**src/rtl/cnn_pkg.sv**
```systemverilog
// Shared definitions for the CNN tile streamer.
//   state_t   : streamer FSM states (IDLE / RUN / DRAIN)
//   byte_swap : reverses the byte order of the low i_dataW bits of a word
//   DEF_*     : default width constants used by the top level
package cnn_pkg;

  localparam int DEF_DATA_W = 16;
  localparam int DEF_ADDR_W = 20;
  localparam int DEF_NUM_CH = 2;
  localparam int DEF_LEN_W  = 21;

  // Widest word byte_swap can handle; callers zero-extend into this width.
  localparam int BSW_MAX_W  = 256;

  typedef enum logic [1:0] {
    ST_IDLE  = 2'd0,
    ST_RUN   = 2'd1,
    ST_DRAIN = 2'd2
  } state_t;

  // Byte k of the input lands in byte (nBytes-1-k) of the result; bits above
  // i_dataW come back as zero.
  function automatic logic [BSW_MAX_W-1:0] byte_swap(input logic [BSW_MAX_W-1:0] i_word,
                                                     input int i_dataW);
    logic [BSW_MAX_W-1:0] w_res;
    int nBytes;
    w_res  = '0;
    nBytes = i_dataW / 8;
    for (int k = 0; k < BSW_MAX_W / 8; k++) begin
      if (k < nBytes) begin
        w_res[8*(nBytes-1-k) +: 8] = i_word[8*k +: 8];
      end
    end
    return w_res;
  endfunction

endpackage

```
**src/rtl/cnn_skid_fifo.sv**
```systemverilog
// Two-entry register FIFO sitting between the RAM read data and the output
// stream. The head entry drives o_rdata directly.
//   i_clk, i_rst       : clock, synchronous active-high reset (clears contents)
//   i_push, i_wdata    : write strobe and data
//   i_pop              : remove head entry (ignored when empty)
//   o_rdata            : head entry
//   o_empty, o_full    : status flags
//   o_count            : number of stored entries (0..2)
module cnn_skid_fifo #(
  parameter int WIDTH = 33
) (
  input  logic             i_clk,
  input  logic             i_rst,
  input  logic             i_push,
  input  logic [WIDTH-1:0] i_wdata,
  input  logic             i_pop,
  output logic [WIDTH-1:0] o_rdata,
  output logic             o_empty,
  output logic             o_full,
  output logic [1:0]       o_count
);

  logic [WIDTH-1:0] r_mem [2];
  logic             r_wrPtr;
  logic             r_rdPtr;
  logic [1:0]       r_count;
  logic             w_doPush;
  logic             w_doPop;

  // A push into a full FIFO is only accepted when the head leaves in the same cycle.
  assign w_doPop  = i_pop && (r_count != 2'd0);
  assign w_doPush = i_push && ((r_count != 2'd2) || w_doPop);

  always_ff @(posedge i_clk) begin
    if (i_rst) begin
      r_mem[0] <= '0;
      r_mem[1] <= '0;
      r_wrPtr  <= 1'b0;
      r_rdPtr  <= 1'b0;
      r_count  <= 2'd0;
    end else begin
      if (w_doPush) begin
        r_mem[r_wrPtr] <= i_wdata;
        r_wrPtr        <= ~r_wrPtr;
      end
      if (w_doPop) begin
        r_rdPtr <= ~r_rdPtr;
      end
      case ({w_doPush, w_doPop})
        2'b10:   r_count <= r_count + 2'd1;
        2'b01:   r_count <= r_count - 2'd1;
        default: r_count <= r_count;
      endcase
    end
  end

  assign o_rdata = r_mem[r_rdPtr];
  assign o_empty = (r_count == 2'd0);
  assign o_full  = (r_count == 2'd2);
  assign o_count = r_count;

endmodule

```
**src/rtl/cnn_tile_streamer.sv**
```systemverilog
// Streams LEN words from NUM_CH buffer RAMs, read in lockstep, to the MAC
// array as one packed beat per cycle over a valid/ready interface.
//   i_clk, i_rst    : clock, synchronous active-high reset (aborts a transfer)
//   i_start         : launch a transfer (sampled only while idle)
//   i_base_addr     : per-channel start address, ch i at [i*ADDR_W +: ADDR_W]
//   i_len           : words per channel (0 = immediate done, no reads)
//   i_swap_en       : reverse byte order of every word
//   o_busy, o_done  : transfer in progress / one-cycle completion pulse
//   o_ram_rd_en     : common read strobe; o_ram_addr per-channel address
//   i_ram_rdata     : read data, valid one cycle after o_ram_rd_en
//   o_out_*         : output beat stream, o_out_last marks beat len-1
module cnn_tile_streamer
  import cnn_pkg::*;
#(
  parameter int DATA_W = DEF_DATA_W,
  parameter int ADDR_W = DEF_ADDR_W,
  parameter int NUM_CH = DEF_NUM_CH,
  parameter int LEN_W  = DEF_LEN_W
) (
  input  logic                     i_clk,
  input  logic                     i_rst,
  input  logic                     i_start,
  input  logic [NUM_CH*ADDR_W-1:0] i_base_addr,
  input  logic [LEN_W-1:0]         i_len,
  input  logic                     i_swap_en,
  output logic                     o_busy,
  output logic                     o_done,
  output logic                     o_ram_rd_en,
  output logic [NUM_CH*ADDR_W-1:0] o_ram_addr,
  input  logic [NUM_CH*DATA_W-1:0] i_ram_rdata,
  output logic                     o_out_valid,
  input  logic                     i_out_ready,
  output logic [NUM_CH*DATA_W-1:0] o_out_data,
  output logic                     o_out_last
);

  localparam int BEAT_W = NUM_CH * DATA_W;

  state_t                   r_state;
  state_t                   w_stateNext;
  logic [NUM_CH*ADDR_W-1:0] r_base;
  logic [LEN_W-1:0]         r_len;
  logic [LEN_W-1:0]         r_issued;
  logic [LEN_W-1:0]         r_beatCnt;
  logic                     r_swap;
  logic                     r_inflight;
  logic                     r_inflightLast;
  logic                     r_zeroDone;

  logic                     w_startGo;
  logic                     w_startZero;
  logic                     w_issue;
  logic                     w_issueLast;
  logic                     w_pop;
  logic                     w_lastPop;
  logic                     w_room;
  logic [2:0]               w_occ;
  logic [LEN_W-1:0]         w_lenSel;
  logic [LEN_W-1:0]         w_issuedSel;
  logic [NUM_CH*ADDR_W-1:0] w_baseSel;
  logic [BEAT_W-1:0]        w_pushData;
  logic [DATA_W-1:0]        w_word;
  logic [BSW_MAX_W-1:0]     w_wide;
  logic [BSW_MAX_W-1:0]     w_swapped;
  logic [BEAT_W:0]          w_fifoOut;
  logic                     w_fifoEmpty;
  logic                     w_fifoFull;
  logic [1:0]               w_fifoCount;

  assign w_startGo   = (r_state == ST_IDLE) && i_start && (i_len != '0) && !i_rst;
  assign w_startZero = (r_state == ST_IDLE) && i_start && (i_len == '0) && !i_rst;
  assign w_pop       = !w_fifoEmpty && i_out_ready;

  // The first read goes out in the start cycle itself, straight from the
  // live inputs, so the first beat is valid two cycles after start.
  assign w_baseSel   = (r_state == ST_IDLE) ? i_base_addr : r_base;
  assign w_lenSel    = (r_state == ST_IDLE) ? i_len : r_len;
  assign w_issuedSel = (r_state == ST_IDLE) ? '0 : r_issued;
  assign w_issueLast = ((w_issuedSel + LEN_W'(1)) == w_lenSel);

  // Occupancy counts the read in flight; a beat leaving this cycle frees its
  // slot immediately, which is what sustains one beat per cycle.
  assign w_occ  = {1'b0, w_fifoCount} + {2'b00, r_inflight};
  assign w_room = w_fifoFull ? w_pop : ((w_occ < 3'd2) || ((w_occ == 3'd2) && w_pop));

  always_ff @(posedge i_clk) begin
    if (i_rst) begin
      r_state <= ST_IDLE;
    end else begin
      r_state <= w_stateNext;
    end
  end

  always_comb begin
    w_stateNext = r_state;
    w_issue     = 1'b0;
    w_lastPop   = 1'b0;
    case (r_state)
      ST_IDLE: begin
        if (w_startGo) begin
          w_issue     = 1'b1;
          w_stateNext = ST_RUN;
        end
      end
      ST_RUN: begin
        if (r_issued == r_len) begin
          w_stateNext = ST_DRAIN;
        end else if (w_room) begin
          w_issue = 1'b1;
        end
      end
      ST_DRAIN: begin
        w_stateNext = ST_DRAIN;
      end
      default: begin
        w_stateNext = ST_IDLE;
      end
    endcase
    if ((r_state != ST_IDLE) && w_pop && (r_beatCnt == (r_len - LEN_W'(1)))) begin
      w_lastPop   = 1'b1;
      w_stateNext = ST_IDLE;
    end
    o_ram_rd_en = w_issue && !i_rst;
    o_done      = !i_rst && (w_lastPop || r_zeroDone);
  end

  always_ff @(posedge i_clk) begin
    if (i_rst) begin
      r_base         <= '0;
      r_len          <= '0;
      r_swap         <= 1'b0;
      r_issued       <= '0;
      r_beatCnt      <= '0;
      r_inflight     <= 1'b0;
      r_inflightLast <= 1'b0;
      r_zeroDone     <= 1'b0;
    end else begin
      r_inflight     <= w_issue;
      r_inflightLast <= w_issue && w_issueLast;
      r_zeroDone     <= w_startZero;
      if (w_startGo) begin
        r_base    <= i_base_addr;
        r_len     <= i_len;
        r_swap    <= i_swap_en;
        r_issued  <= LEN_W'(1);
        r_beatCnt <= '0;
      end else begin
        if (w_issue) begin
          r_issued <= r_issued + LEN_W'(1);
        end
        if (w_pop) begin
          r_beatCnt <= r_beatCnt + LEN_W'(1);
        end
      end
    end
  end

  // Addresses wrap naturally modulo 2^ADDR_W; idle address lines read as zero.
  for (genvar ch = 0; ch < NUM_CH; ch++) begin : g_addr
    logic [ADDR_W-1:0] w_addr;
    assign w_addr = w_baseSel[ch*ADDR_W +: ADDR_W] + w_issuedSel[ADDR_W-1:0];
    assign o_ram_addr[ch*ADDR_W +: ADDR_W] = o_ram_rd_en ? w_addr : '0;
  end

  // Returning data uses the swap setting latched at start.
  always_comb begin
    w_pushData = '0;
    w_word     = '0;
    w_wide     = '0;
    w_swapped  = '0;
    for (int ch = 0; ch < NUM_CH; ch++) begin
      w_word                 = i_ram_rdata[ch*DATA_W +: DATA_W];
      w_wide                 = '0;
      w_wide[DATA_W-1:0]     = w_word;
      w_swapped              = byte_swap(w_wide, DATA_W);
      w_pushData[ch*DATA_W +: DATA_W] = r_swap ? w_swapped[DATA_W-1:0] : w_word;
    end
  end

  cnn_skid_fifo #(
    .WIDTH(BEAT_W + 1)
  ) u_fifo (
    .i_clk  (i_clk),
    .i_rst  (i_rst),
    .i_push (r_inflight),
    .i_wdata({r_inflightLast, w_pushData}),
    .i_pop  (i_out_ready),
    .o_rdata(w_fifoOut),
    .o_empty(w_fifoEmpty),
    .o_full (w_fifoFull),
    .o_count(w_fifoCount)
  );

  assign o_busy      = (r_state != ST_IDLE);
  assign o_out_valid = !w_fifoEmpty;
  assign o_out_data  = w_fifoOut[BEAT_W-1:0];
  assign o_out_last  = w_fifoOut[BEAT_W] && !w_fifoEmpty;

endmodule

```
**config.mk**
```make
export PLATFORM = sky130hd
export DESIGN_NAME = cnn_tile_streamer
export DESIGN_NICKNAME = d
export VERILOG_FILES = /design/src/rtl/cnn_pkg.sv /design/src/rtl/cnn_skid_fifo.sv /design/src/rtl/cnn_tile_streamer.sv
export SDC_FILE = /design/constraint.sdc
export NUM_CORES = 1
export LEC_CHECK = 0
export ABC_AREA = 1
export CAP_MARGIN = 15
export CORE_UTILIZATION = 30
export DETAILED_ROUTE_END_ITERATION = 10
export PLACE_DENSITY = 0.61
export RECOVER_POWER = 100
export SLEW_MARGIN = 10
export SYNTH_ARGS = -nofsm -noshare
export SYNTH_HDL_FRONTEND = slang
export SYNTH_SLANG_ARGS = --single-unit
```
**constraint.sdc**
```tcl
create_clock -name i_clk -period 4.7 [get_ports i_clk]
set_clock_uncertainty 0.15 [all_clocks]
set_input_delay 0.705 -clock i_clk [delete_from_list [all_inputs] [get_ports i_clk]]
set_output_delay 0.705 -clock i_clk [all_outputs]
set_load 0.01 [all_outputs]
```
# [Yosys cells after proc, flatten, opt, wreduce, memory -nomap -nowiden]
# Memory sizes are Yosys's and may differ from the RTL's. A register that Yosys moved wholly into a read port is not among the register bits.
# Cells that the tools add are included.
[totals] reg_bits=113 ram_bits=66 in_bits=98 output_inout_bits=77 word_cells=99 memories=1
[memory_table] memory="u_fifo.r_mem" words=2 width=33 read_ports=1 rd_ports_with_merged_regs=1 write_ports=2 line_no="cnn_skid_fifo.sv:23" source="logic [WIDTH-1:0] r_mem [2];"
[classes] add_sub_neg=9 order_cmp=1 eq_ne=12 muxes=29 bitwise_logic=2 n_reduce_logical=32
[ops] operator="21-bit by 1-bit adder with 21-bit output, second input constant" count=3
[ops] operator="21-bit equality test" count=3
[ops] operator="21-bit two-way mux" count=2
[ops] operator="20-bit adder" count=2
[ops] operator="20-bit two-way mux" count=2
[ops] operator="40-bit two-way mux" count=1
[ops] operator="33-bit two-way mux" count=1
[ops] operator="33-bit OR reduction" count=1
[ops] operator="16-bit two-way mux" count=2
[ops] operator="21-bit logical NOT" count=1
[ops] operator="21-bit nonzero test" count=1
[ops] operator="21-bit by 1-bit subtractor with 21-bit output, second input constant" count=1
[ops] operator="1-bit two-way mux" count=16
[ops] operator="1-bit logical AND" count=15
[ops] operator="2-bit nonzero test" count=4
[ops] operator="2-bit equality test, second input constant" count=3
[ops] operator="2-bit inequality test, second input constant" count=3
[ops] operator="2-bit case mux with 3 select lines" count=1
[ops] operator="2-bit by 1-bit equality test with 1-bit output, second input constant" count=2
[ops] operator="2-bit logical NOT" count=2
[ops] operator="2-bit two-way mux" count=2
[ops] operator="2-bit case mux with 2 select lines" count=1
[ops] operator="2-bit OR reduction" count=2
[ops] operator="2-bit by 1-bit adder with 3-bit output" count=1
[ops] operator="other kinds (9)" count=13

# [Longest topological paths before layout]
# Gate-level depths: netlist (run 1).
[depth] depth_word=11 depth_mapped=20 depth_no_buf=20

# [By module]
# From an unflattened synthesis (run 1), not the netlist that was laid out.
[unflattened] hier_cells=1899 hier_area_um2=12906.1
[by_module_without_submodules] module="cnn_tile_streamer" instances=1 cells_per_inst=1649 area_per_inst_um2=9800.6 seq_area_each_um2=2182.1
[by_module_without_submodules] module="cnn_skid_fifo" instances=1 cells_per_inst=250 area_per_inst_um2=3105.5 seq_area_each_um2=2082.0

# [Worst setup path after synthesis (run 1)]
# No wires, ideal clock.
[synth_timing] kind="reg-to-output" startpoint="register r_state[1]" endpoint="output o_ram_addr[15]" arrival_ns=2.987 t_required_ns=3.845 slack_ns=0.858 path_stages_with_launch=17 path_buffers=4 cell_sequence="dfxtp_1 inv_1 ha_1 buf_2 buf_2 buf_2 buf_1 nor2_1 ha_1 nand2_1 o21ai_0 a21oi_1 o21ai_0 nand3_1 nand2_1 o21ai_0 a21oi_1"
[synth_via] elab_chain_cells=8 word_cells_on_any_way=12 cone_classes="add/sub: 1; eq/ne: 1; mux: 5; reduce/logical: 5"
[synth_rtl] item="from (decl)" line_no="cnn_tile_streamer.sv:39" source="state_t r_state;"
[synth_rtl] item="from (signal assigned)" line_no="cnn_tile_streamer.sv:90" source="r_state <= w_stateNext;"
[synth_rtl] item="parallel branches: the longest is 7 deep, another holds 20-bit adder"
[synth_rtl] item="20-bit two-way mux *" line_no="cnn_tile_streamer.sv:162" source="assign o_ram_addr[ch*ADDR_W +: ADDR_W] = o_ram_rd_en ? w_addr : '0;"
[synth_rtl] item="to (decl)" line_no="cnn_tile_streamer.sv:29" source="output logic [NUM_CH*ADDR_W-1:0] o_ram_addr,"
# Mark *: on every way between the ends.

# [Worst setup path after layout (run 1)]
[layout_timing] startpoint="register r_state[0]" endpoint="output o_ram_addr[19]"
# Same word-level chain as after synthesis.

==> impl_metrics.toml, run 1 <==
[setup_path]
start_kind = "flip-flop"
crit_chain = "inv_1, ha_4, buf_4, nor2_2, buf_4, ha_1, a21o_1, o21bai_1, a211oi_1, o211ai_1, xor2_1, nor2_1, clkdlybuf4s50_1"
path_class = "reg -> out"
slowest_stage = "clkdlybuf4s50_1"
cpMostUsedCell = "buf_4"
rr_worst_depth = 13
worstPathArrival_ns = 3.70
rrSetupSlack_ns = 0.85
cp-end-kind = "primary output"
cp_max_fo = 10
r2r_start = "r_state[0]$_SDFFE_PP0P_"
regToRegEndpoint = "r_state[1]$_SDFFE_PP0P_"
crit_required_ns = 3.85
cpPeakStageDelay_ns = 0.56

[run]
drv_cap = 4

[synthesis]
syn_area_per_cell_sq_um = 6.68
synth_ff_type = "dfxtp_1"
synth.distinct_cells = 56
syn-num-nets = 1995
ys_async_sr_fraction_pct = 0
synth_edf_count = 66
ys_warn_count = 0
syn-cell-area_sq_mm = 0.0124
synth-seq-area-share_pct = 34.5
synth_cells = 1848
yosys_register_bits = 180

[grt]
grt_pass1_wl_um = 63500
grt_pass1_vias = 11800
grt.total_usage_pct = 19.4
overflow = 0
antenna_found_initial = 0
grt_start_max_net_pins = 78
use_met2_pct = 33.0
grt_busiest_layer = "met2"
grtUsageMet1_pct = 24.8
use_met3_pct = 2.83

[detailed_routing]
wl_per_cell_um = 16.0
viasPerCell = 4.88
drt-total-wl_um = 40800
antenna_left = 0
drc = 0
drt-initial-drc-count = 807
drtPass1Iterations = 5
num_vias = 12500

[sta]
finalHoldViolCount = 0
final-setup-viol-count = 0
fin_crit_sh_pct = 96.9
fin_crit_ns = 4.55
rsz0062_at_grt = "yes"
fin_ws_ns = 0.146
finalSetupTns_ns = 0
worst_pin_slew_ns = 1.78
fmax_ghz = 0.220
slew-limit-headroom_pct = -18.9
slew_viol_final = 196

[power]
total_power_w = 0.00606
ir_drop_mv = 0.301
powerDensity_mw_per_mm2 = 392
p_leak_nw = 6.59

[floorplan]
rows = 73
boundaryPins = 175
core_area_sq_mm = 0.0402
die_w_um = 205
die_height_um = 205
dieArea_sq_mm = 0.0420
start_util_pct = 30.7

[cells_and_area]
multi_input_area_sq_mm = 0.00705
area_growth_pct = 25.0
fillers = 4253
seq_area_sq_mm = 0.00426
design_area_sq_mm = 0.0154
layout-drive-gt1-share_pct = 7.40
nNetsFinal = 2162

[place]
dp_hpwl_um = 30800
pre_cts_slack_ns = 0.239
gp_congestion = 0.900
place.port_buffers = 174
placed_cell_area_sq_mm = 0.0147

[clock_network]
cts.sinks = 180
clock-root-buffer = "clkbuf_16"
cts_tree = "done"
cts-htree-levels = 4
clockBufferDepth = 2
clk_pin_slew_ns = 0.09
cts_buffers = 17
clk_latency_ns = 0.45

[worst_hold_path]
holdPathStages = 1
hp-class = "reg -> reg"
holdPathEnd = "u_fifo.r_rdPtr$_SDFFE_PP0P_"
min-delay-start = "u_fifo.r_rdPtr$_SDFFE_PP0P_"

[outcome]
violations = "max-capacitance violations, max-slew violations"
status = "finished with violations"
-- worst max-delay path, delay by kind of cell, from the launching register on --
kind | cells | cell delay [ns]
buf+inv | 4 | 1.05
flops | 1 | 0.36
fa+ha+maj | 2 | 0.51
simple gates | 2 | 0.34
xor+xnor | 1 | 0.19
compound gates | 4 | 0.80
-- layout by cell type (no fill, tap or decap), types with 5 or more instances in the layout --
master / instances
nor3_1: 24
nand3b_1: 7
nand2_1: 502
nand3_1: 75
dlygate4sd3_1: 47
clkbuf_16: 17
nor4_1: 7
inv_1: 188
nor2_4: 7
o21ai_1: 26
clkbuf_1: 5
nand2_4: 5
nor2_2: 13
o21ai_0: 174
dfxtp_1: 114
xor2_1: 46
clkdlybuf4s50_1: 127
o22ai_1: 14
a21oi_1: 86
edfxtp_1: 66
buf_4: 31
clkinv_8: 6
ha_1: 44
xnor2_1: 22
nand4_1: 27
inv_8: 5
inv_2: 22
nor2_1: 244
-- how the worst max path moves through the flow --
| stage | cells after the start | start | endpoint | slack [ns] |
|---|---|---|---|---|
| after global routing | 14 | r_state[0]$_SDFFE_PP0P_ | o_ram_addr[38] | -0.03 |
| after CTS | 15 | r_state[1]$_SDFFE_PP0P_ | o_ram_addr[15] | 0.004 |
| final | 13 | r_state[0]$_SDFFE_PP0P_ | o_ram_addr[19] | 0.15 |
| after floorplan | 16 | r_state[1]$_SDFFE_PP0P_ | o_ram_addr[15] | 0.86 |
| after detailed placement | 13 | i_base_addr[5] | o_ram_addr[16] | 0.24 |
| after global placement | 12 | i_base_addr[22] | o_ram_addr[33] | 0.31 |
-- per-layer routing --
metal / wire length, um / vias to the layer above
met5: 0 / -
met3: 2110 / 58
met1: 18200 / 5716
li1: - / 6349
met2: 19100 / 347
met4: 1320 / 0
-- cell usage after synthesis (3+ instances only) --
cell,count,area share (%)
a211oi_1,4,0.24
xor2_1,46,3.3
a21o_1,4,0.24
inv_2,25,0.76
clkbuf_1,33,1.0
nand2_4,5,0.46
o211ai_1,3,0.18
nand2_1,503,15
ha_1,47,4.8
buf_4,4,0.24
nor3_2,5,0.41
nand3b_1,7,0.43
nor4_1,9,0.46
nor2_4,4,0.36
inv_1,187,5.7
nand4_1,27,1.4
xnor2_1,22,1.6
nor3_1,22,0.89
o21ai_1,27,1.1
buf_6,3,0.27
nand3_2,3,0.24
buf_1,5,0.15
edfxtp_1,66,16
nor2_2,11,0.56
nor2_1,249,7.6
o21ai_0,176,7.1
o21a_1,4,0.24
a21oi_1,90,3.6
buf_2,22,0.89
o22ai_1,14,0.71
dfxtp_1,114,18
nand3_1,75,3.0
-- per-stage QoR --
| stage | instances | util, % | hold slack, ns |
|---|---|---|---|
| after CTS | 2549 | 38.2 | 0.311 |
| after global placement | 2515 | 36.6 | 0.287 |
| after detailed placement | 2515 | 36.6 | 0.298 |
| final | 2554 | 38.4 | 0.313 |
| after floorplan | 1848 | - | 0.274 |
| after global routing | 2553 | 38.4 | 0.329 |
-- power by group --
part / internal (W) / switching, W
Sequential: 0.00181 / 0.000116
Clock: 0.000739 / 0.000749
Combinational: 0.000956 / 0.00169
-- cells by family after synthesis --
group / synth area share, %
adders and majority gates: 5.09
and+or+nand+nor: 31.9
DFF: 34.5
xor gates and xnor gates: 5.00
buffers and inverters: 9.20
AOI/OAI and AO/OA: 14.3
-- state kept, by name, summed over array words and instances (netlist names), named ones only --
signal and flops:
r_swap 1, r_len 21, r_beatCnt 21, r_zeroDone 1, r_base 40, u_fifo.r_mem 66
u_fifo.r_rdPtr 1, r_issued 21, u_fifo.o_count 2, r_state 2, u_fifo.r_wrPtr 1, r_inflight 1
r_inflightLast 1
-- repair_timing --
action                                  in CTS  in global routing
endpoints found under the setup margin      18                 23
hold buffers                                 0                  0
pin swaps                                    1                  1
buffers inserted                             2                  4
resized for setup                            8                 30
-- area by class of cell --
type / count / area share [%]
Multi-Input combinational cell: 1385 / 45.6
Sequential cell: 180 / 27.6
Timing Repair Buffer: 216 / 13.2
Inverter: 215 / 5.31
Tap cell: 525 / 4.25
Clock buffer: 18 / 2.84
Clock inverter: 14 / 1.15
Antenna cell: 1 / 0.0162
(Power assumes the default switching activity.)
==> run 2, diff against run 1 <==
--- a/config.mk
+++ b/config.mk
@@ -10,7 +10,7 @@
 export CORE_UTILIZATION = 30
 export DETAILED_ROUTE_END_ITERATION = 10
 export PLACE_DENSITY = 0.61
-export RECOVER_POWER = 100
+export RECOVER_POWER = 25
 export SLEW_MARGIN = 10
 export SYNTH_ARGS = -nofsm -noshare
 export SYNTH_HDL_FRONTEND = slang
==> run 2 against run 1 <==
- the flow still finishes with violations (max-capacitance violations, max-slew violations)
- hold slack lost 0.0058 ns
- routed wire length shrank 0.14%
- sequential power is essentially flat
- global-route usage is the same
- maximum frequency shrank 0.19%
- count of clock-buffer cells in the layout is the same
- die area is the same
- first-iteration DRC count grew 8.1%
- flip-flop and latch count is the same
- register-to-register slack gained 0.56 ns
- cell count is the same
- critical path type unchanged
- final area grew 0.21%
==> impl_metrics.toml, run 2 (same netlist as run 1, synthesis figures left out) <==
[floorplan]
dieArea_sq_mm = 0.0420
boundaryPins = 175
die_w_um = 205
core_area_sq_mm = 0.0402
rows = 73
start_util_pct = 30.7
die_height_um = 205

[place]
gp_congestion = 0.900
place.port_buffers = 174
dp_hpwl_um = 30800
place_inst = 2515
pre_cts_slack_ns = 0.239

[setup_path]
startpoint = "r_state[0]$_SDFFE_PP0P_"
endpoint = "o_ram_addr[19]"
rr_worst_depth = 19
cp-end-kind = "primary output"
cpPeakStageDelay_ns = 0.56
path_class = "reg -> out"
r2r_start = "r_state[0]$_SDFFE_PP0P_"
regToRegEndpoint = "r_inflightLast$_SDFF_PP0_"
rrSetupSlack_ns = 1.41
cpMostUsedCell = "buf_4"
crit_required_ns = 3.85
cp_max_fo = 10
start_kind = "flip-flop"
crit_chain = "inv_1, ha_4, buf_4, nor2_2, buf_4, ha_1, a21o_1, o21bai_1, a211oi_1, o211ai_1, xor2_1, nor2_1, clkdlybuf4s50_1"
slowest_stage = "clkdlybuf4s50_1"
worstPathArrival_ns = 3.71

[clock_network]
clk_pin_slew_ns = 0.09
clockBufferDepth = 2
cts-htree-levels = 4
cts.sinks = 180
ctsHoldBuffers = 0
cts_buffers = 17
clock-root-buffer = "clkbuf_16"
clk_latency_ns = 0.45
cts_tree = "done"

[run]
drv_cap = 3

[sta]
fmax_ghz = 0.219
rsz0062_at_grt = "yes"
fin_crit_ns = 4.56
fin_ws_ns = 0.138
finalHoldViolCount = 0
slew_viol_final = 149
slew-limit-headroom_pct = -19.5
fin_crit_sh_pct = 97.1
worst_pin_slew_ns = 1.79
final-setup-viol-count = 0

[detailed_routing]
wl_per_cell_um = 15.9
viasPerCell = 4.88
num_vias = 12500
drtPass1Iterations = 5
antenna_left = 0
drt-total-wl_um = 40700
drc = 0
drt-initial-drc-count = 872

[cells_and_area]
layout-drive-gt1-share_pct = 7.74
fin_cells = 2554
area_growth_pct = 25.3
top_register = "u_fifo.r_mem"
largest_reg_flops = 66
final_common_cell = "nand2_1"
final_cell_mix = "nand2_1 (502), nor2_1 (244), inv_1 (187)"
nNetsFinal = 2162
finish.utilization_pct = 38.5
reg_top3 = "u_fifo.r_mem (66), r_base (40)"

[worst_hold_path]
hp-class = "reg -> reg"

[outcome]
status = "finished with violations"
violations = "max-capacitance violations, max-slew violations"

[grt]
grt.total_usage_pct = 19.4
antenna_found_initial = 0
grt_pass1_vias = 11800
overflow = 0
grt_start_max_net_pins = 78
grt_pass1_wl_um = 63500

[power]
p_leak_nw = 6.52
ir_drop_mv = 0.303
powerDensity_mw_per_mm2 = 394
-- run 2: where the power goes --
group,internal [W],total (W),switching [W],leakage [nW]
clock network,0.000739,0.00149,0.000750,0.301
registers,0.00180,0.00192,0.000116,1.61
logic,0.000992,0.00269,0.00170,4.60
total,0.00354,0.00610,0.00257,6.52
-- run 2: critical path: cells and delay by family, from the launching register on --
family	cells	cell delay, ns
compound gates	4	0.81
xor+xnor	1	0.19
fa+ha+maj	2	0.60
buf+inv	4	1.10
flops	1	0.33
simple gates	2	0.23
-- run 2: area by class of cell --
class                           instances  area [sq um]
Clock buffer                           18           439
Sequential cell                       180          4260
Clock inverter                         14           178
Timing Repair Buffer                  216          2050
Inverter                              215           821
Multi-Input combinational cell       1385          7060
Antenna cell                            1          2.50
Fill cell                            4247         24700
Tap cell                              525           657
-- run 2: how the worst min path moves through the flow --
stage / startpoint / cells after the start / end / slack [ns]
6_report: u_fifo.r_rdPtr$_SDFFE_PP0P_ / 1 / u_fifo.r_rdPtr$_SDFFE_PP0P_ / 0.31
5_1_grt: u_fifo.r_rdPtr$_SDFFE_PP0P_ / 1 / u_fifo.r_rdPtr$_SDFFE_PP0P_ / 0.33
4_1_cts: u_fifo.r_rdPtr$_SDFFE_PP0P_ / 1 / u_fifo.r_rdPtr$_SDFFE_PP0P_ / 0.31
3_5_place_dp: u_fifo.r_rdPtr$_SDFFE_PP0P_ / 1 / u_fifo.r_rdPtr$_SDFFE_PP0P_ / 0.30
3_3_place_gp: u_fifo.r_rdPtr$_SDFFE_PP0P_ / 1 / u_fifo.r_rdPtr$_SDFFE_PP0P_ / 0.29
2_1_floorplan: r_beatCnt[20]$_SDFFE_PP0P_ / 1 / r_beatCnt[20]$_SDFFE_PP0P_ / 0.27
-- run 2: routing by layer --
layer | global-route usage, % | routed length, um
met1 | 24.8 | 18300
met2 | 33.0 | 19100
met3 | 2.83 | 2060
met4 | 7.06 | 1310
met5 | 0 | 0
-- run 2: per-stage QoR --
step	hold WS (ns)	total power, W	setup TNS, ns	cell area, sq um
3_3_place_gp	0.287	0.00455	0	14700
6_report	0.308	0.00610	0	15500
4_1_cts	0.311	0.00610	0	15400
2_1_floorplan	0.274	0.00365	0	12400
5_1_grt	0.329	0.00654	-0.0761	15500
3_5_place_dp	0.298	0.00457	0	14700
-- run 2: timing repair --
| item | CTS | global route |
|---|---|---|
| setup buffers | 2 | 4 |
| endpoints found under the hold margin | 0 | 0 |
| pin swaps | 1 | 1 |
| setup endpoints to repair | 18 | 23 |
| gates resized for setup | 8 | 30 |
==> run 3, diff against run 2 <==
--- a/config.mk
+++ b/config.mk
@@ -7,9 +7,11 @@
 export LEC_CHECK = 0
 export ABC_AREA = 1
 export CAP_MARGIN = 15
+export CORE_ASPECT_RATIO = 1.4
 export CORE_UTILIZATION = 30
 export DETAILED_ROUTE_END_ITERATION = 10
-export PLACE_DENSITY = 0.61
+export DONT_BUFFER_PORTS = 1
+export PLACE_DENSITY = 0.56
 export RECOVER_POWER = 25
 export SLEW_MARGIN = 10
 export SYNTH_ARGS = -nofsm -noshare
==> run 3 against run 2 <==
- the run still ends with max-capacitance violations, max-slew violations left
- first-iteration DRC count down 34%
- die area about the same
- hold slack worse by 0.14 ns
- critical endpoint is now o_ram_addr[17]
- utilization down 5.1 points
- via count down 5.1%
- sequential power about the same
- clock power up 3%
- largest power group unchanged
- critical path depth down 2
- global-route usage down 0.059 points
- maximum frequency up 4.3%
- cell count down 7.4%
- sequential share of layout area up 4.1 points
==> impl_metrics.toml, run 3 (same netlist as run 1, synthesis figures left out) <==
[outcome]
status = "finished with violations"
violations = "max-capacitance violations, max-slew violations"

[sta]
rsz0062_at_grt = "no"
fmax_ghz = 0.229
finalHoldViolCount = 0
slew-limit-headroom_pct = -38.0
fin_crit_sh_pct = 93.1
finalSetupTns_ns = 0
fin_crit_ns = 4.38
slew_viol_final = 137
final-setup-viol-count = 0
worst_pin_slew_ns = 2.07

[setup_path]
start_kind = "flip-flop"
path_class = "reg -> out"
crit_family = "simple AND/OR/NAND/NOR gates"
crit_chain = "inv_1, ha_4, buf_4, nor2_1, ha_1, nand2_1, nor4_1, nand4_1, nand3_1, o21ai_1, a21oi_1"
worstPathBufferInverterCount = 2
slowest_stage = "ha_1"
cp-end-kind = "primary output"
crit_required_ns = 3.85
cp.depth = 11
cp_max_fo = 31
cpPeakStageDelay_ns = 0.44
worstPathArrival_ns = 3.52
rr_worst_depth = 18

[floorplan]
start_util_pct = 30.6
dieArea_sq_mm = 0.0420
die_height_um = 242
die_w_um = 173
boundaryPins = 175
core_area_sq_mm = 0.0404
rows = 87

[cells_and_area]
final_cell_mix = "nand2_1 (503), nor2_1 (249), inv_1 (189)"
nNetsFinal = 1965
diodes = 0
reg_top3 = "u_fifo.r_mem (66), r_base (40)"
final_common_cell = "nand2_1"
area_growth_pct = 9.10
finish.utilization_pct = 33.4
top_register = "u_fifo.r_mem"
largest_reg_flops = 66
layout-drive-gt1-share_pct = 5.90
fillers = 4406

[detailed_routing]
drt-initial-drc-count = 577
antenna_left = 0
wl_per_cell_um = 17.3
drt-total-wl_um = 40900
drc = 0
num_vias = 11800
viasPerCell = 5.00
drtPass1Iterations = 5

[worst_hold_path]
holdPathStages = 1
hp-class = "in -> reg"

[place]
dp_hpwl_um = 31200
gp_congestion = 0.905
place.port_buffers = 0

[clock_network]
cts-htree-levels = 4
ctsHoldBuffers = 0
clk_latency_ns = 0.46
clock-root-buffer = "clkbuf_16"
cts_tree = "done"
clk_pin_slew_ns = 0.08
cts.sinks = 180
cts_buffers = 17
clockBufferDepth = 2

[power]
ir_drop_mv = 0.185
p_leak_nw = 5.74
powerDensity_mw_per_mm2 = 429

[grt]
grt_start_max_net_pins = 78
antenna_found_initial = 0
grt_pass1_vias = 11400
grt.total_usage_pct = 19.4
grt_pass1_wl_um = 63000
overflow = 0

[run]
drv_cap = 4
==> run 3: changes by cell type in the layout (fill, tap and decap cells not counted), sizes merged <==
cell / before / now
clkinv: 9 / 5
dlygate4sd3: 4 / 0
diode: 1 / 0
clkinvlp: 1 / 0
buf: 39 / 15
clkdlybuf4s50: 170 / 0
inv: 219 / 225
==> run 3: repair_timing <==
action                                  4_1_cts  5_1_grt
endpoints found under the setup margin        0       20
gates resized for setup                       0        1
buffers inserted                              0        1
==> run 3: stage by stage <==
stage	power, W	cells	hold slack, ns	worst slack, ns	area [sq um]
after floorplan	0.00365	1848	0.274	0.858	12400
after global placement	0.00423	2331	0.287	0.584	12800
after detailed placement	0.00425	2331	0.290	0.562	12800
after CTS	0.00579	2363	0.137	0.0476	13500
after global routing	0.00618	2365	0.151	0.0271	13500
final	0.00578	2365	0.167	0.324	13500
==> run 3: worst paths after layout <==
kind	from	end	slack, ns
worst max-delay path	r_state[1]$_SDFFE_PP0P_	o_ram_addr[17]	0.32
worst min-delay path	i_rst	r_issued[0]$_SDFFE_PP0P_	0.17
worst max register to register	r_state[0]$_SDFFE_PP0P_	r_inflightLast$_SDFF_PP0_	1.37
worst min register to register	r_beatCnt[20]$_SDFFE_PP0P_	r_beatCnt[20]$_SDFFE_PP0P_	0.31
==> run 3: power breakdown <==
group | internal [W] | total (W) | switching, W
sequential | 0.00181 | 0.00193 | 0.000121
combinational | 0.000692 | 0.00232 | 0.00163
clock | 0.000742 | 0.00153 | 0.000789
==> run 3: layout make-up <==
class                      instances  area (sq um)  share of cell area, %
multi-input combinational       1385          6960                   51.6
clock inverter                    15           196                   1.46
timing repair buffer              19           148                   1.10
tap                              534           668                   4.96
sequential                       180          4260                   31.6
inverter                         215           815                   6.05
clock buffer                      17           425                   3.16
==> run 3: routing by layer <==
| layer | vias up | global-route usage [%] | wire, um |
|---|---|---|---|
| li1 | 5944 | - | - |
| met1 | 5509 | 21.9 | 16600 |
| met2 | 304 | 35.0 | 20900 |
| met3 | 64 | 3.64 | 2090 |
| met4 | 0 | 8.62 | 1340 |
| met5 | - | 0 | 0 |
